[src/rtl/branch_resolve_queue_if.sv]
// Fetch/execute/predictor-training bundle around branch_resolve_queue.
interface branch_resolve_queue_if #(
  parameter int unsigned DEPTH = 8,
  parameter int unsigned PC_W  = 32,
  parameter int unsigned CNT_W = 32
);
  localparam int unsigned OCC_W = $clog2(DEPTH) + 1;

  logic             enq_valid;
  logic             enq_ready;
  logic [PC_W-1:0]  enq_pc;
  logic             enq_pred_taken;
  logic             enq_pred_branch;
  logic             res_valid;
  logic             res_taken;
  logic             res_is_branch;
  logic             upd_valid;
  logic [PC_W-1:0]  upd_pc;
  logic             upd_taken;
  logic             upd_is_branch;
  logic             mispredict;
  logic [OCC_W-1:0] occupancy;
  logic             underflow_err;
  logic [CNT_W-1:0] total_cnt;
  logic [CNT_W-1:0] correct_cnt;

  modport slave (
    input  enq_valid, enq_pc, enq_pred_taken, enq_pred_branch,
           res_valid, res_taken, res_is_branch,
    output enq_ready, upd_valid, upd_pc, upd_taken, upd_is_branch,
           mispredict, occupancy, underflow_err, total_cnt, correct_cnt
  );

  modport master (
    output enq_valid, enq_pc, enq_pred_taken, enq_pred_branch,
           res_valid, res_taken, res_is_branch,
    input  enq_ready, upd_valid, upd_pc, upd_taken, upd_is_branch,
           mispredict, occupancy, underflow_err, total_cnt, correct_cnt
  );
endinterface

[src/rtl/branch_resolve_queue.sv]
// In-order queue of fetch predictions; checks them at resolve, trains the
// predictor, flushes on mispredict and keeps accuracy counters.
module branch_resolve_queue #(
  parameter int unsigned DEPTH = 8,
  parameter int unsigned PC_W  = 32,
  parameter int unsigned CNT_W = 32
) (
  input  logic clk,
  input  logic reset,
  branch_resolve_queue_if.slave bus
);
  localparam int unsigned PTR_W = $clog2(DEPTH);
  localparam int unsigned OCC_W = PTR_W + 1;
  localparam logic [OCC_W-1:0] FULL = OCC_W'(DEPTH);

  localparam logic [0:0] ST_RUN     = 1'b0;
  localparam logic [0:0] ST_RECOVER = 1'b1;

  logic [PC_W-1:0]  pc_mem [DEPTH];
  logic             pt_mem [DEPTH];
  logic             pb_mem [DEPTH];

  logic [0:0]       state_q, state_d;
  logic [PTR_W-1:0] wr_ptr_q, wr_ptr_d, rd_ptr_q, rd_ptr_d;
  logic [OCC_W-1:0] occ_q, occ_d;
  logic             uf_q, uf_d;
  logic             upd_valid_q, mis_q;
  logic [PC_W-1:0]  upd_pc_q;
  logic             upd_taken_q, upd_br_q;
  logic [CNT_W-1:0] total_q, total_d, correct_q, correct_d;

  logic enq_ready, enq_fire, res_act, res_fire, mis;
  logic head_pt, head_pb;

  always_comb begin
    enq_ready = (state_q == ST_RUN) && (occ_q != FULL);
    enq_fire  = bus.enq_valid && enq_ready;
    res_act   = bus.res_valid && (state_q == ST_RUN);
    res_fire  = res_act && (occ_q != '0);
    head_pt   = pt_mem[rd_ptr_q];
    head_pb   = pb_mem[rd_ptr_q];
    mis       = res_fire && ((head_pb != bus.res_is_branch) ||
                             (bus.res_is_branch && (head_pt != bus.res_taken)));

    state_d   = ST_RUN;
    wr_ptr_d  = wr_ptr_q;
    rd_ptr_d  = rd_ptr_q;
    occ_d     = occ_q;
    uf_d      = uf_q || (res_act && (occ_q == '0));
    total_d   = total_q;
    correct_d = correct_q;

    // A mispredict flushes everything, including a same-cycle enqueue.
    if (mis) begin
      state_d  = ST_RECOVER;
      rd_ptr_d = wr_ptr_q;
      occ_d    = '0;
    end else begin
      if (enq_fire) wr_ptr_d = wr_ptr_q + PTR_W'(1);
      if (res_fire) rd_ptr_d = rd_ptr_q + PTR_W'(1);
      if (enq_fire && !res_fire) occ_d = occ_q + OCC_W'(1);
      if (!enq_fire && res_fire) occ_d = occ_q - OCC_W'(1);
    end

    if (res_fire && bus.res_is_branch) begin
      if (total_q != '1) total_d = total_q + CNT_W'(1);
      if ((head_pt == bus.res_taken) && (correct_q != '1))
        correct_d = correct_q + CNT_W'(1);
    end
  end

  always_ff @(posedge clk) begin
    if (enq_fire && !mis) begin
      pc_mem[wr_ptr_q] <= bus.enq_pc;
      pt_mem[wr_ptr_q] <= bus.enq_pred_taken;
      pb_mem[wr_ptr_q] <= bus.enq_pred_branch;
    end
  end

  always_ff @(posedge clk or negedge reset) begin
    if (!reset) begin
      state_q     <= ST_RUN;
      wr_ptr_q    <= '0;
      rd_ptr_q    <= '0;
      occ_q       <= '0;
      uf_q        <= 1'b0;
      upd_valid_q <= 1'b0;
      mis_q       <= 1'b0;
      upd_pc_q    <= '0;
      upd_taken_q <= 1'b0;
      upd_br_q    <= 1'b0;
      total_q     <= '0;
      correct_q   <= '0;
    end else begin
      state_q     <= state_d;
      wr_ptr_q    <= wr_ptr_d;
      rd_ptr_q    <= rd_ptr_d;
      occ_q       <= occ_d;
      uf_q        <= uf_d;
      upd_valid_q <= res_fire;
      mis_q       <= mis;
      total_q     <= total_d;
      correct_q   <= correct_d;
      if (res_fire) begin
        upd_pc_q    <= pc_mem[rd_ptr_q];
        upd_taken_q <= bus.res_taken;
        upd_br_q    <= bus.res_is_branch;
      end
    end
  end

  assign bus.enq_ready     = enq_ready;
  assign bus.upd_valid     = upd_valid_q;
  assign bus.upd_pc        = upd_pc_q;
  assign bus.upd_taken     = upd_taken_q;
  assign bus.upd_is_branch = upd_br_q;
  assign bus.mispredict    = mis_q;
  assign bus.occupancy     = occ_q;
  assign bus.underflow_err = uf_q;
  assign bus.total_cnt     = total_q;
  assign bus.correct_cnt   = correct_q;
endmodule

[src/flat_wrapper.sv]
// flat-port wrapper written by rule: the top's interface ports become plain ports
module branch_resolve_queue_flat 
#(
  parameter int unsigned DEPTH = 8,
  parameter int unsigned PC_W  = 32,
  parameter int unsigned CNT_W = 32
)
  (clk, reset, bus_enq_valid, bus_enq_pc, bus_enq_pred_taken, bus_enq_pred_branch, bus_res_valid, bus_res_taken, bus_res_is_branch, bus_enq_ready, bus_upd_valid, bus_upd_pc, bus_upd_taken, bus_upd_is_branch, bus_mispredict, bus_occupancy, bus_underflow_err, bus_total_cnt, bus_correct_cnt);
  branch_resolve_queue_if #(.DEPTH(DEPTH), .PC_W(PC_W), .CNT_W(CNT_W)) bus_i ();
  input  logic clk;
  input  logic reset;
  input wire logic [$bits(bus_i.enq_valid)-1:0] bus_enq_valid;
  input wire logic [$bits(bus_i.enq_pc)-1:0] bus_enq_pc;
  input wire logic [$bits(bus_i.enq_pred_taken)-1:0] bus_enq_pred_taken;
  input wire logic [$bits(bus_i.enq_pred_branch)-1:0] bus_enq_pred_branch;
  input wire logic [$bits(bus_i.res_valid)-1:0] bus_res_valid;
  input wire logic [$bits(bus_i.res_taken)-1:0] bus_res_taken;
  input wire logic [$bits(bus_i.res_is_branch)-1:0] bus_res_is_branch;
  output wire logic [$bits(bus_i.enq_ready)-1:0] bus_enq_ready;
  output wire logic [$bits(bus_i.upd_valid)-1:0] bus_upd_valid;
  output wire logic [$bits(bus_i.upd_pc)-1:0] bus_upd_pc;
  output wire logic [$bits(bus_i.upd_taken)-1:0] bus_upd_taken;
  output wire logic [$bits(bus_i.upd_is_branch)-1:0] bus_upd_is_branch;
  output wire logic [$bits(bus_i.mispredict)-1:0] bus_mispredict;
  output wire logic [$bits(bus_i.occupancy)-1:0] bus_occupancy;
  output wire logic [$bits(bus_i.underflow_err)-1:0] bus_underflow_err;
  output wire logic [$bits(bus_i.total_cnt)-1:0] bus_total_cnt;
  output wire logic [$bits(bus_i.correct_cnt)-1:0] bus_correct_cnt;
  assign bus_i.enq_valid = bus_enq_valid;
  assign bus_i.enq_pc = bus_enq_pc;
  assign bus_i.enq_pred_taken = bus_enq_pred_taken;
  assign bus_i.enq_pred_branch = bus_enq_pred_branch;
  assign bus_i.res_valid = bus_res_valid;
  assign bus_i.res_taken = bus_res_taken;
  assign bus_i.res_is_branch = bus_res_is_branch;
  assign bus_enq_ready = bus_i.enq_ready;
  assign bus_upd_valid = bus_i.upd_valid;
  assign bus_upd_pc = bus_i.upd_pc;
  assign bus_upd_taken = bus_i.upd_taken;
  assign bus_upd_is_branch = bus_i.upd_is_branch;
  assign bus_mispredict = bus_i.mispredict;
  assign bus_occupancy = bus_i.occupancy;
  assign bus_underflow_err = bus_i.underflow_err;
  assign bus_total_cnt = bus_i.total_cnt;
  assign bus_correct_cnt = bus_i.correct_cnt;
  branch_resolve_queue #(.DEPTH(DEPTH), .PC_W(PC_W), .CNT_W(CNT_W)) u_core (.clk(clk), .reset(reset), .bus(bus_i));
endmodule
[config.mk]
export PLATFORM = sky130hd
export DESIGN_NAME = branch_resolve_queue_flat
export DESIGN_NICKNAME = d
export VERILOG_FILES = /design/src/rtl/branch_resolve_queue_if.sv /design/src/rtl/branch_resolve_queue.sv /design/src/flat_wrapper.sv
export SDC_FILE = /design/constraint.sdc
export NUM_CORES = 1
export LEC_CHECK = 0
export ABC_AREA = 1
export BUFFER_PORTS_ARGS = -buffer_cell sky130_fd_sc_hd__buf_4
export CELL_PAD_IN_SITES_DETAIL_PLACEMENT = 1
export CELL_PAD_IN_SITES_GLOBAL_PLACEMENT = 2
export CORE_ASPECT_RATIO = 1.25
export CORE_MARGIN = 2
export CORE_UTILIZATION = 40
export DETAILED_ROUTE_END_ITERATION = 10
export GPL_TIMING_DRIVEN = 0
export PLACE_DENSITY = 0.89
export SYNTH_ARGS = -nofsm -noshare
export SYNTH_HDL_FRONTEND = slang
export SYNTH_SLANG_ARGS = --single-unit
export TNS_END_PERCENT = 30
[constraint.sdc]
create_clock -name clk -period 3.5 [get_ports clk]
set_input_delay 0.7 -clock clk [delete_from_list [all_inputs] [get_ports clk]]
set_output_delay 0.7 -clock clk [all_outputs]
set_load 0.005 [all_outputs]
* Word-level counts from Yosys, hierarchy flattened *
Memories as Yosys holds them, arrays and structs flattened. A register that Yosys moved wholly into a read port is not among the register bits.
Index checks and enable logic that the tools add are counted.

word-level totals
  register bits = 80
  memory bits (writable) = 272
  memories = 3

cells by class
  add/subtract/negate cells = 6
  eq/ne operators = 6
  muxes and demuxes = 8
  bitwise operators = 2
  reduce and logical (&&, ||, !) cells = 25

memories
  name           words  bits a word  rd ports  clocked after Yosys merged registers in  wr ports  RTL line                    source
  u_core.pc_mem  8      32           1         1                                        1         branch_resolve_queue.sv:19  logic [PC_W-1:0] pc_mem [DEPTH];
  u_core.pb_mem  8      1            1         0                                        1         branch_resolve_queue.sv:21  logic pb_mem [DEPTH];
  u_core.pt_mem  8      1            1         0                                        1         branch_resolve_queue.sv:20  logic pt_mem [DEPTH];

operators with widths
  kind                                              count
  adder 32 x 1 -> 32 bit, second input constant     2
  inequality test 32 bit, second input constant     2
  logical AND 1 bit                                 12
  2-to-1 mux 4 bit                                  3
  adder 3 x 1 -> 3 bit, second input constant       2
  2-to-1 mux 3 bit                                  2
  AND reduction 2 bit                               3
  adder 4 x 1 -> 4 bit, second input constant       1
  logical NOT 1 bit                                 4
  logical NOT 4 bit                                 1
  inequality test 4 bit, second input constant      1
  nonzero test 4 bit                                1
  subtractor 4 x 1 -> 4 bit, second input constant  1
  2-to-1 mux 1 bit                                  3
  nonzero test 3 bit                                1
  logical OR 1 bit                                  2
  inequality test 1 bit                             2
  NOT 1 bit                                         2
  nonzero test 2 bit                                1
  equality test 1 bit                               1

* Longest topological paths before layout *
Gate-level depths: netlist (run 1).
An unclocked memory read counts as a cell.

  depth in word-level cells = 9
  gate-level depth with buffers = 14
  gate-level depth less buffers = 12

* Worst setup path after synthesis (run 1) *
No wires, ideal clock.

  path type = input to register
  start point = in bus_res_valid
  end point = mem u_core.pb_mem[0], enable pin
  setup time = 0.425 ns
  data arrival time = 2.776 ns
  data required time = 3.075 ns
  slack = 0.299 ns
  cell stages on the path = 8
  cells stage by stage = nand2_1 a21oi_2 buf_4 inv_2 a21oi_4 nand2_4 nand3_2 nor2_1

on the way
  word-level cells in the longest chain between the ends = 7

ends and longest elaborated chain
  what                                    RTL line                    source
  start, declared                         flat_wrapper.sv:16          input wire logic [$bits(bus_i.res_valid)-1:0] bus_res_valid;
  logical AND 1 bit                       branch_resolve_queue.sv:38  res_act = bus.res_valid && (state_q == ST_RUN);
  logical AND 1 bit                       branch_resolve_queue.sv:39  res_fire = res_act && (occ_q != '0);
  logical AND 1 bit                       branch_resolve_queue.sv:42  mis = res_fire && ((head_pb != bus.res_is_branch) ||
  logical NOT 1 bit                       branch_resolve_queue.sv:73  if (enq_fire && !mis) begin
  logical AND 1 bit                       branch_resolve_queue.sv:73
  2-to-1 mux 1 bit                        branch_resolve_queue.sv:73
  2-to-1 mux 1 bit (implied by the code)  branch_resolve_queue.sv:76  pb_mem[wr_ptr_q] <= bus.enq_pred_branch;
  end, declared                           branch_resolve_queue.sv:21

Every way passes these cells.

* Final worst setup path (run 1) *
  start point = reg u_core.occ_q[1] (netlist: u_core.bus.occupancy[1])
  end point = reg u_core.occ_q[3] (netlist: u_core.bus.occupancy[3])

on the way
  elaborated cells on any way between the ends = 16
  those cells by class = 2 x add/sub; 1 x eq/ne; 3 x mux; 10 x reduce/logical

RTL lines
  what                                                    RTL line                                                source
  start, declared                                         branch_resolve_queue.sv:25                              logic [OCC_W-1:0] occ_q, occ_d;
  start signal, assigned                                  branch_resolve_queue.sv:85                              occ_q <= '0;
  start signal, assigned                                  branch_resolve_queue.sv:98                              occ_q <= occ_d;
  nonzero test 4 bit *                                    branch_resolve_queue.sv:39
  logical AND 1 bit *                                     branch_resolve_queue.sv:39
  named net u_core.res_fire                               branch_resolve_queue.sv:32                              logic enq_ready, enq_fire, res_act, res_fire, mis;
  logical AND 1 bit or logical NOT 1 bit (tied branches)  branch_resolve_queue.sv:62, branch_resolve_queue.sv:61
  2-to-1 mux 4 bit or logical AND 1 bit (tied branches)   branch_resolve_queue.sv:62, branch_resolve_queue.sv:61
  2-to-1 mux 4 bit or nonzero test 3 bit (tied branches)  --

The timed path passes the listed nets; every way through them passes the cells marked *. The select of a mux whose other input is x is not followed.
A chain may end at the register's enable or synchronous reset.

==> impl_results.html, run 1 <==
<table>
<tr><th>Metric</th><th>Value</th></tr>
<tr><th colspan="2">Outcome</th></tr>
<tr><td>Status</td><td>completed</td></tr>
<tr><th colspan="2">Detailed routing</th></tr>
<tr><td>Routed wire per std cell</td><td>21.6 µm</td></tr>
<tr><td>Post-Route M1 WL</td><td>19100 µm</td></tr>
<tr><td>DRC viols</td><td>0</td></tr>
<tr><td>Vias after detailed routing</td><td>11900</td></tr>
<tr><td>Routed wl met2</td><td>24600 µm</td></tr>
<tr><td>Detail-routed via count per cell</td><td>5.37</td></tr>
<tr><td>Iteration-0 DRC count of the detailed router</td><td>870</td></tr>
<tr><td>Routed Wire Length</td><td>47700 µm</td></tr>
<tr><td>Length of the first detailed-routing pass in iterations</td><td>5</td></tr>
<tr><td>Routed length on met3</td><td>2610 µm</td></tr>
<tr><td>Number of routed nets with antenna violations</td><td>0</td></tr>
<tr><td>Top layer reached by signal wires</td><td>met4</td></tr>
<tr><th colspan="2">Synth</th></tr>
<tr><td>Number of standard cells after synthesis</td><td>1432</td></tr>
<tr><td>Async S/R FF share, synth</td><td>29.0%</td></tr>
<tr><td>Number of enable-type register cells in the synthesized netlist</td><td>272</td></tr>
<tr><td>Most common cell in the netlist</td><td>nand2_1</td></tr>
<tr><td>Share of synthesized area occupied by flip-flops and latches</td><td>67.4%</td></tr>
<tr><td>Post-synthesis cell type count</td><td>38</td></tr>
<tr><td>Number of warnings issued by yosys</td><td>0</td></tr>
<tr><td>Avg Cell Area, Syn</td><td>11.3 µm²</td></tr>
<tr><td>Post-Synthesis Net Count</td><td>1480</td></tr>
<tr><td>Flop and latch count out of synthesis</td><td>383</td></tr>
<tr><td>Post-Synthesis Cell Area</td><td>16200 µm²</td></tr>
<tr><td>Leading post-synthesis cells by cell area</td><td>edfxtp_1, dfrtp_1, nand2_1, nor2_1, o21ai_0</td></tr>
<tr><td>Top flip-flop cell by instance count after synthesis</td><td>edfxtp_1</td></tr>
<tr><td>Most used standard cells in the synthesized netlist</td><td>nand2_1, edfxtp_1, nor2_1</td></tr>
<tr><td>Cell type with the highest aggregate area in the netlist</td><td>edfxtp_1</td></tr>
<tr><td>Portion of synthesized cell area occupied by the leading cell type</td><td>50.3%</td></tr>
<tr><th colspan="2">Floorplan</th></tr>
<tr><td>Die span in x</td><td>184 µm</td></tr>
<tr><td>Core outline area</td><td>40100 µm²</td></tr>
<tr><td>Y dimension of the die</td><td>229 µm</td></tr>
<tr><td>Effective utilization at floorplan</td><td>40.5%</td></tr>
<tr><td>Total die area</td><td>42200 µm²</td></tr>
<tr><td>Core Rows</td><td>82</td></tr>
<tr><td>Number of top-level pins</td><td>146</td></tr>
<tr><th colspan="2">Cells and area</th></tr>
<tr><td>Net count, final</td><td>1680</td></tr>
<tr><td>Area growth from synthesis to layout</td><td>21.5%</td></tr>
<tr><td>Share of cells above drive strength 1</td><td>17.7%</td></tr>
<tr><td>Core utilization of the finished layout</td><td>49.2%</td></tr>
<tr><th colspan="2">Critical path</th></tr>
<tr><td>Data arrival time of the worst path</td><td>3.56 ns</td></tr>
<tr><td>Source of the worst register-to-register timing path</td><td>u_core.bus.occupancy[1]</td></tr>
<tr><td>Type of element launching the critical path</td><td>flip-flop</td></tr>
<tr><td>Setup slack, reg-to-reg</td><td>0.42 ns</td></tr>
<tr><td>Endpoint of the worst-slack reg-to-reg timing path</td><td>u_core.bus.occupancy[3]</td></tr>
<tr><td>CP max FO</td><td>12</td></tr>
<tr><td>Reg2Reg Depth</td><td>13</td></tr>
<tr><td>Required @ worst endpoint</td><td>3.98 ns</td></tr>
<tr><td>Category of the most critical setup path</td><td>reg -&gt; reg</td></tr>
<tr><td>Element type at the critical path end</td><td>flip-flop</td></tr>
<tr><th colspan="2">Global route</th></tr>
<tr><td>Global-route wire length before repair</td><td>73800 µm</td></tr>
<tr><td>Number of antenna violations at the first check in global routing</td><td>1</td></tr>
<tr><td>Gr usage total</td><td>22.8%</td></tr>
<tr><td>Pin count of the biggest net entering global routing</td><td>73</td></tr>
<tr><td>Number of global-route vias before repair</td><td>12700</td></tr>
<tr><td>Final global-route overflow total</td><td>0</td></tr>
<tr><th colspan="2">Min path</th></tr>
<tr><td>Hold WC Path Type</td><td>in -&gt; async</td></tr>
<tr><th colspan="2">Clock network</th></tr>
<tr><td>CTS-repair resized insts</td><td>0</td></tr>
<tr><td>Total CTS buffers</td><td>40</td></tr>
<tr><td>Clock H-tree levels</td><td>2</td></tr>
<tr><td>Clk sink count</td><td>383</td></tr>
<tr><td>CTS tree</td><td>done</td></tr>
<tr><td>Clock root cell</td><td>clkbuf_16</td></tr>
<tr><td>Clock slew at reported path FFs</td><td>0.06 ns</td></tr>
<tr><td>Source-to-sink clock delay at the later pin of the worst-skew pair</td><td>0.55 ns</td></tr>
<tr><td>Maximum count of clock buffers along a single path</td><td>3</td></tr>
<tr><td>Number of post-CTS setup repair buffers</td><td>0</td></tr>
<tr><td>Quantity of hold-fixing buffers added after cts</td><td>0</td></tr>
<tr><th colspan="2">Placement</th></tr>
<tr><td>IO buf count</td><td>145</td></tr>
<tr><td>Final HPWL DP</td><td>32900 µm</td></tr>
<tr><td>Weighted congestion at the end of routability-driven global placement</td><td>0.839</td></tr>
<tr><td>Minimum setup slack after placement</td><td>0.174 ns</td></tr>
<tr><th colspan="2">STA</th></tr>
<tr><td>Slew Limit Headroom</td><td>41.6%</td></tr>
<tr><td>Final max-slew violation count</td><td>0</td></tr>
<tr><td>Unrepaired setup endpoints after global routing</td><td>false</td></tr>
<tr><td>Pin slew with the least headroom to its limit</td><td>0.876 ns</td></tr>
<tr><td>Share of the clock period used by the worst path</td><td>88.1%</td></tr>
<tr><td>Setup clock skew after layout</td><td>0.0217 ns</td></tr>
<tr><td>Final hold violations</td><td>0</td></tr>
<tr><td>Setup slack after layout</td><td>0.417 ns</td></tr>
<tr><td>Count of endpoints failing setup in the final report</td><td>0</td></tr>
<tr><td>Fin crit period</td><td>3.08 ns</td></tr>
<tr><td>Fmax</td><td>324 MHz</td></tr>
<tr><th colspan="2">Power</th></tr>
<tr><td>Worst IR Drop VDD</td><td>0.498 mV</td></tr>
<tr><td>Power density of the placed cells</td><td>775 nW/µm²</td></tr>
<tr><td>Leakage</td><td>0.00768 µW</td></tr>
<tr><th colspan="2">Run</th></tr>
<tr><td>Maximum capacitance violations</td><td>0</td></tr>
</table>
-- flip-flops by register name (all words and copies together) (netlist names) --
name and flops:
u_core.bus.upd_taken 1, u_core.wr_ptr_q 3, u_core.pb_mem 8, u_core.rd_ptr_q 3, u_core.bus.occupancy 4, u_core.bus.upd_is_branch 1
u_core.bus.correct_cnt 32, u_core.bus.total_cnt 32, u_core.bus.upd_pc 32, u_core.pt_mem 8, u_core.bus.mispredict 1, u_core.bus.upd_valid 1
u_core.pc_mem 256, u_core.bus.underflow_err 1
-- placed cells by master, fill, tap and decap left out, types with 8 or more instances in the layout --
master	count
xor2_1	37
nand2_2	10
clkbuf_1	48
xnor2_1	26
o221ai_1	57
buf_16	10
dfrtp_1	111
o21ai_0	135
edfxtp_1	272
nand3_1	58
nand4_1	21
buf_2	11
nand2_1	277
inv_1	63
nor2_1	194
nor3_1	21
ha_1	8
o22ai_1	8
clkbuf_16	40
buf_4	149
-- worst max path at each step --
stage	from	end	cells after the start
finish	u_core.bus.occupancy[1]	u_core.bus.occupancy[3]	13
global route	u_core.bus.occupancy[1]	u_core.bus.occupancy[3]	13
CTS	u_core.bus.occupancy[1]	u_core.bus.occupancy[3]	13
detailed placement	bus_res_valid	u_core.bus.occupancy[3]	14
global placement	bus_res_valid	u_core.pc_mem[2][31]	9
floorplan	bus_res_valid	u_core.pb_mem[0]	8
-- layer usage --
metal | track usage, % | up-vias
li1 | - | 5415
met1 | 27.9 | 5971
met2 | 40.7 | 377
met3 | 3.70 | 94
met4 | 7.73 | 0
met5 | 0 | -
-- metrics by stage --
step	hold slack, ns	std cells	total power (µW)	instance area [µm²]	TNS [ns]
6_report	0.0747	2210	15300	19700	0
5_1_grt	0.102	2210	16100	19700	0
4_1_cts	0.0837	2209	15400	19700	0
3_5_place_dp	0.471	2136	11100	18400	0
3_3_place_gp	0.467	2123	10700	18000	-319.35
2_1_floorplan	0.404	1432	8730	16200	0
-- critical path, stage by stage (launching register included) --
cell and delay (ns):
dfrtp_1 0.51, nor2_1 0.12, a21oi_2 0.19, buf_4 0.25, clkbuf_1 0.69, ha_1 0.36
ha_1 0.30, nand3_1 0.10, nand3_1 0.09, o21ai_0 0.15, a21oi_1 0.07, nand2_1 0.08
nand2_1 0.05, nor2_1 0.08
-- report_power, final --
group	internal, µW	switching [µW]	total, µW	leakage, µW
clock	2510	1780	4300	0.000638
combinational	1660	3310	4960	0.00315
sequential	5610	419	6030	0.00388
total	9790	5510	15300	0.00768
-- area by class of cell --
class / count / area, µm²
Clock buffer: 53 / 1100
Fill cell: 4319 / 20400
Buffer: 67 / 329
Sequential cell: 383 / 10900
Antenna cell: 1 / 2.50
Clock inverter: 20 / 216
Inverter: 71 / 267
Tap cell: 546 / 683
Timing Repair Buffer: 158 / 1430
Multi-Input combinational cell: 911 / 4760
-- logic make-up after synthesis --
logic type	after synthesis	synth area share (%)
xor gates and xnor gates	63	3.40
DFF	383	67.4
AOI/OAI and AO/OA	228	8.78
buffers and inverters	138	3.67
adders and majority gates	8	0.616
and+or+nand+nor	612	16.2
No activity file was read; power rests on OpenSTA's default activity.
==> run 2, diff against run 1 <==
- CELL_PAD_IN_SITES_DETAIL_PLACEMENT: 1 -> not set
- CELL_PAD_IN_SITES_GLOBAL_PLACEMENT: 2 -> not set
- CORE_UTILIZATION: 40 -> 45
- PLACE_DENSITY: 0.89 -> 0.72
==> impl_results.html, run 2 (synthesis gave the netlist of run 1 again) <==
<table>
<tr><th>Metric</th><th>Value</th></tr>
<tr><th colspan="2">Detailed routing</th></tr>
<tr><td>Routed wire per std cell</td><td>19.3 µm (was 21.6 µm)</td></tr>
<tr><td>Vias after detailed routing</td><td>11700 (was 11900)</td></tr>
<tr><td>Detail-routed via count per cell</td><td>5.48 (was 5.37)</td></tr>
<tr><td>Routed Wire Length</td><td>41300 µm (was 47700 µm)</td></tr>
<tr><td>DRC viols</td><td>0 (unchanged)</td></tr>
<tr><td>Iteration-0 DRC count of the detailed router</td><td>1253 (was 870)</td></tr>
<tr><td>Length of the first detailed-routing pass in iterations</td><td>6 (was 5)</td></tr>
<tr><td>Number of routed nets with antenna violations</td><td>0 (unchanged)</td></tr>
<tr><th colspan="2">STA</th></tr>
<tr><td>Final max-slew violation count</td><td>0 (unchanged)</td></tr>
<tr><td>Slew Limit Headroom</td><td>38.8% (was 41.6%)</td></tr>
<tr><td>Setup clock skew after layout</td><td>0.0185 ns (was 0.0217 ns)</td></tr>
<tr><td>Unrepaired setup endpoints after global routing</td><td>false (unchanged)</td></tr>
<tr><td>Fin crit period</td><td>3.14 ns (was 3.08 ns)</td></tr>
<tr><td>Final hold violations</td><td>0 (unchanged)</td></tr>
<tr><td>Fmax</td><td>318 MHz (was 324 MHz)</td></tr>
<tr><td>Setup_tns</td><td>0 ns (unchanged)</td></tr>
<tr><td>Share of the clock period used by the worst path</td><td>89.8% (was 88.1%)</td></tr>
<tr><td>Count of endpoints failing setup in the final report</td><td>0 (unchanged)</td></tr>
<tr><td>Pin slew with the least headroom to its limit</td><td>0.915 ns (was 0.876 ns)</td></tr>
<tr><th colspan="2">Cells and area</th></tr>
<tr><td>Share of cells above drive strength 1</td><td>17.7% (about the same)</td></tr>
<tr><td>Core utilization of the finished layout</td><td>55.3% (was 49.2%)</td></tr>
<tr><td>Most frequent standard cell in the layout excluding fill and tap cells</td><td>nand2_1 (unchanged)</td></tr>
<tr><td>Flip-flop count of the largest register after layout</td><td>256 (unchanged)</td></tr>
<tr><td>Cell Count, Final, Fillers Out</td><td>2138 (was 2210)</td></tr>
<tr><td>Net count, final</td><td>1679 (was 1680)</td></tr>
<tr><td>Top reg by flops</td><td>u_core.pc_mem (unchanged)</td></tr>
<tr><td>Fill cell total of the finished layout</td><td>2963 (was 4319)</td></tr>
<tr><td>Commonest cells after routing, fill and taps aside</td><td>nand2_1, edfxtp_1, nor2_1 (unchanged)</td></tr>
<tr><td>Area growth from synthesis to layout</td><td>20.7% (was 21.5%)</td></tr>
<tr><th colspan="2">Floorplan</th></tr>
<tr><td>Core outline area</td><td>35500 µm² (was 40100 µm²)</td></tr>
<tr><td>Die span in x</td><td>174 µm (was 184 µm)</td></tr>
<tr><td>Number of top-level pins</td><td>146 (unchanged)</td></tr>
<tr><td>Core Rows</td><td>77 (was 82)</td></tr>
<tr><td>Y dimension of the die</td><td>216 µm (was 229 µm)</td></tr>
<tr><td>Total die area</td><td>37600 µm² (was 42200 µm²)</td></tr>
<tr><td>Effective utilization at floorplan</td><td>45.8% (was 40.5%)</td></tr>
<tr><th colspan="2">Outcome</th></tr>
<tr><td>Status</td><td>completed (unchanged)</td></tr>
<tr><th colspan="2">Clock network</th></tr>
<tr><td>Source-to-sink clock delay at the later pin of the worst-skew pair</td><td>0.55 ns (about the same)</td></tr>
<tr><td>Number of post-CTS setup repair buffers</td><td>0 (unchanged)</td></tr>
<tr><td>Total CTS buffers</td><td>39 (was 40)</td></tr>
<tr><td>Clk sink count</td><td>383 (unchanged)</td></tr>
<tr><td>Clock H-tree levels</td><td>2 (unchanged)</td></tr>
<tr><td>CTS-repair resized insts</td><td>0 (unchanged)</td></tr>
<tr><td>Clock root cell</td><td>clkbuf_16 (unchanged)</td></tr>
<tr><td>Quantity of hold-fixing buffers added after cts</td><td>0 (unchanged)</td></tr>
<tr><td>Clock slew at reported path FFs</td><td>0.06 ns (about the same)</td></tr>
<tr><td>Maximum count of clock buffers along a single path</td><td>3 (unchanged)</td></tr>
<tr><td>CTS tree</td><td>done (unchanged)</td></tr>
<tr><th colspan="2">Global route</th></tr>
<tr><td>Global-route wire length before repair</td><td>64300 µm (was 73800 µm)</td></tr>
<tr><td>Gr usage total</td><td>22.0% (was 22.8%)</td></tr>
<tr><td>Final global-route overflow total</td><td>0 (unchanged)</td></tr>
<tr><td>Number of global-route vias before repair</td><td>11500 (was 12700)</td></tr>
<tr><td>Number of antenna violations at the first check in global routing</td><td>2 (was 1)</td></tr>
<tr><td>Pin count of the biggest net entering global routing</td><td>76 (was 73)</td></tr>
<tr><th colspan="2">Critical path</th></tr>
<tr><td>Type of element launching the critical path</td><td>flip-flop (unchanged)</td></tr>
<tr><td>Ordered cell list for the critical path</td><td>nor2_1, a21oi_2, buf_4, clkbuf_1, ha_1, ha_1, nand3_1, nand3_1, o21ai_0, a21oi_1, nand2_1, nand2_1, nor2_1 (unchanged)</td></tr>
<tr><td>Worst path buffer plus inverter count</td><td>2 (unchanged)</td></tr>
<tr><td>Category of the most critical setup path</td><td>reg -&gt; reg (unchanged)</td></tr>
<tr><td>Element type at the critical path end</td><td>flip-flop (unchanged)</td></tr>
<tr><td>Biggest cell delay along the critical path</td><td>0.67 ns (was 0.69 ns)</td></tr>
<tr><td>Data arrival time of the worst path</td><td>3.61 ns (was 3.56 ns)</td></tr>
<tr><td>Top delay family on crit path</td><td>buffers and inverters (unchanged)</td></tr>
<tr><td>Slowest cell on crit path</td><td>clkbuf_1 (unchanged)</td></tr>
<tr><td>Required @ worst endpoint</td><td>3.97 ns (was 3.98 ns)</td></tr>
<tr><td>CP max FO</td><td>12 (unchanged)</td></tr>
<tr><th colspan="2">Power</th></tr>
<tr><td>Worst IR Drop VDD</td><td>0.447 mV (was 0.498 mV)</td></tr>
<tr><td>Power density of the placed cells</td><td>764 nW/µm² (was 775 nW/µm²)</td></tr>
<tr><td>Total power of the final layout</td><td>15000 µW (was 15300 µW)</td></tr>
<tr><td>Leakage</td><td>0.00766 µW (was 0.00768 µW)</td></tr>
<tr><th colspan="2">Run</th></tr>
<tr><td>Maximum capacitance violations</td><td>0 (unchanged)</td></tr>
<tr><th colspan="2">Placement</th></tr>
<tr><td>IO buf count</td><td>145 (unchanged)</td></tr>
<tr><td>Weighted congestion at the end of routability-driven global placement</td><td>0.889 (was 0.839)</td></tr>
<tr><td>Final HPWL DP</td><td>28400 µm (was 32900 µm)</td></tr>
<tr><td>Placed insts</td><td>2064 (was 2136)</td></tr>
<tr><th colspan="2">Min path</th></tr>
<tr><td>Hold WC Path Type</td><td>in -&gt; async (unchanged)</td></tr>
</table>
run 2: layout make-up:
class,count,area (µm²),area share (%)
clock inverter,22,229,1.17
antenna,2,5.00,0.0255
timing repair buffer,158,1410,7.18
inverter,71,267,1.36
sequential,383,10900,55.8
clock buffer,50,1070,5.45
tap,474,593,3.03
buffer,67,329,1.68
multi-input combinational,911,4760,24.3
run 2: report_power, final:
group	switching (µW)	total [µW]	leakage (µW)	internal, µW
Combinational	3120	4770	0.00315	1650
Sequential	392	6000	0.00388	5610
Clock	1740	4210	0.000631	2470
run 2: through the flow:
| stage | cell area, µm² | hold WS (ns) | setup WS (ns) |
|---|---|---|---|
| finish | 19600 | 0.0768 | 0.358 |
| CTS | 19600 | 0.0861 | 0.413 |
| floorplan | 16200 | 0.404 | 0.299 |
| detailed placement | 18300 | 0.465 | 0.243 |
| global route | 19600 | 0.105 | 0.170 |
| global placement | 17900 | 0.464 | -1.26 |
run 2: worst register-to-register path, stage by stage, from the launching register on:
cell and delay, ns:
dfrtp_1 0.50, nor2_1 0.12, a21oi_2 0.21, buf_4 0.25
clkbuf_1 0.67, ha_1 0.36, ha_1 0.31, nand3_1 0.11
nand3_1 0.11, o21ai_0 0.18, a21oi_1 0.08, nand2_1 0.07
nand2_1 0.05, nor2_1 0.08
run 2: per-layer routing:
metal / track usage, % / wire (µm)
met5: 0 / 0
met4: 7.84 / 989
met3: 3.54 / 3020
met2: 37.2 / 20600
met1: 28.9 / 16700
run 2: final timing paths:
kind	slack, ns	start	end	depth (start not counted)
min	0.08	reset	u_core.bus.correct_cnt[9]	1
max in group asynchronous	2.70	reset	u_core.bus.upd_pc[12]	2
min reg2reg	0.48	u_core.bus.underflow_err	u_core.bus.underflow_err	1
max reg2reg	0.36	u_core.bus.occupancy[1]	u_core.bus.occupancy[3]	13
min in group clk	0.38	bus_enq_pc[31]	u_core.pc_mem[1][31]	1
max	0.36	u_core.bus.occupancy[1]	u_core.bus.occupancy[3]	13
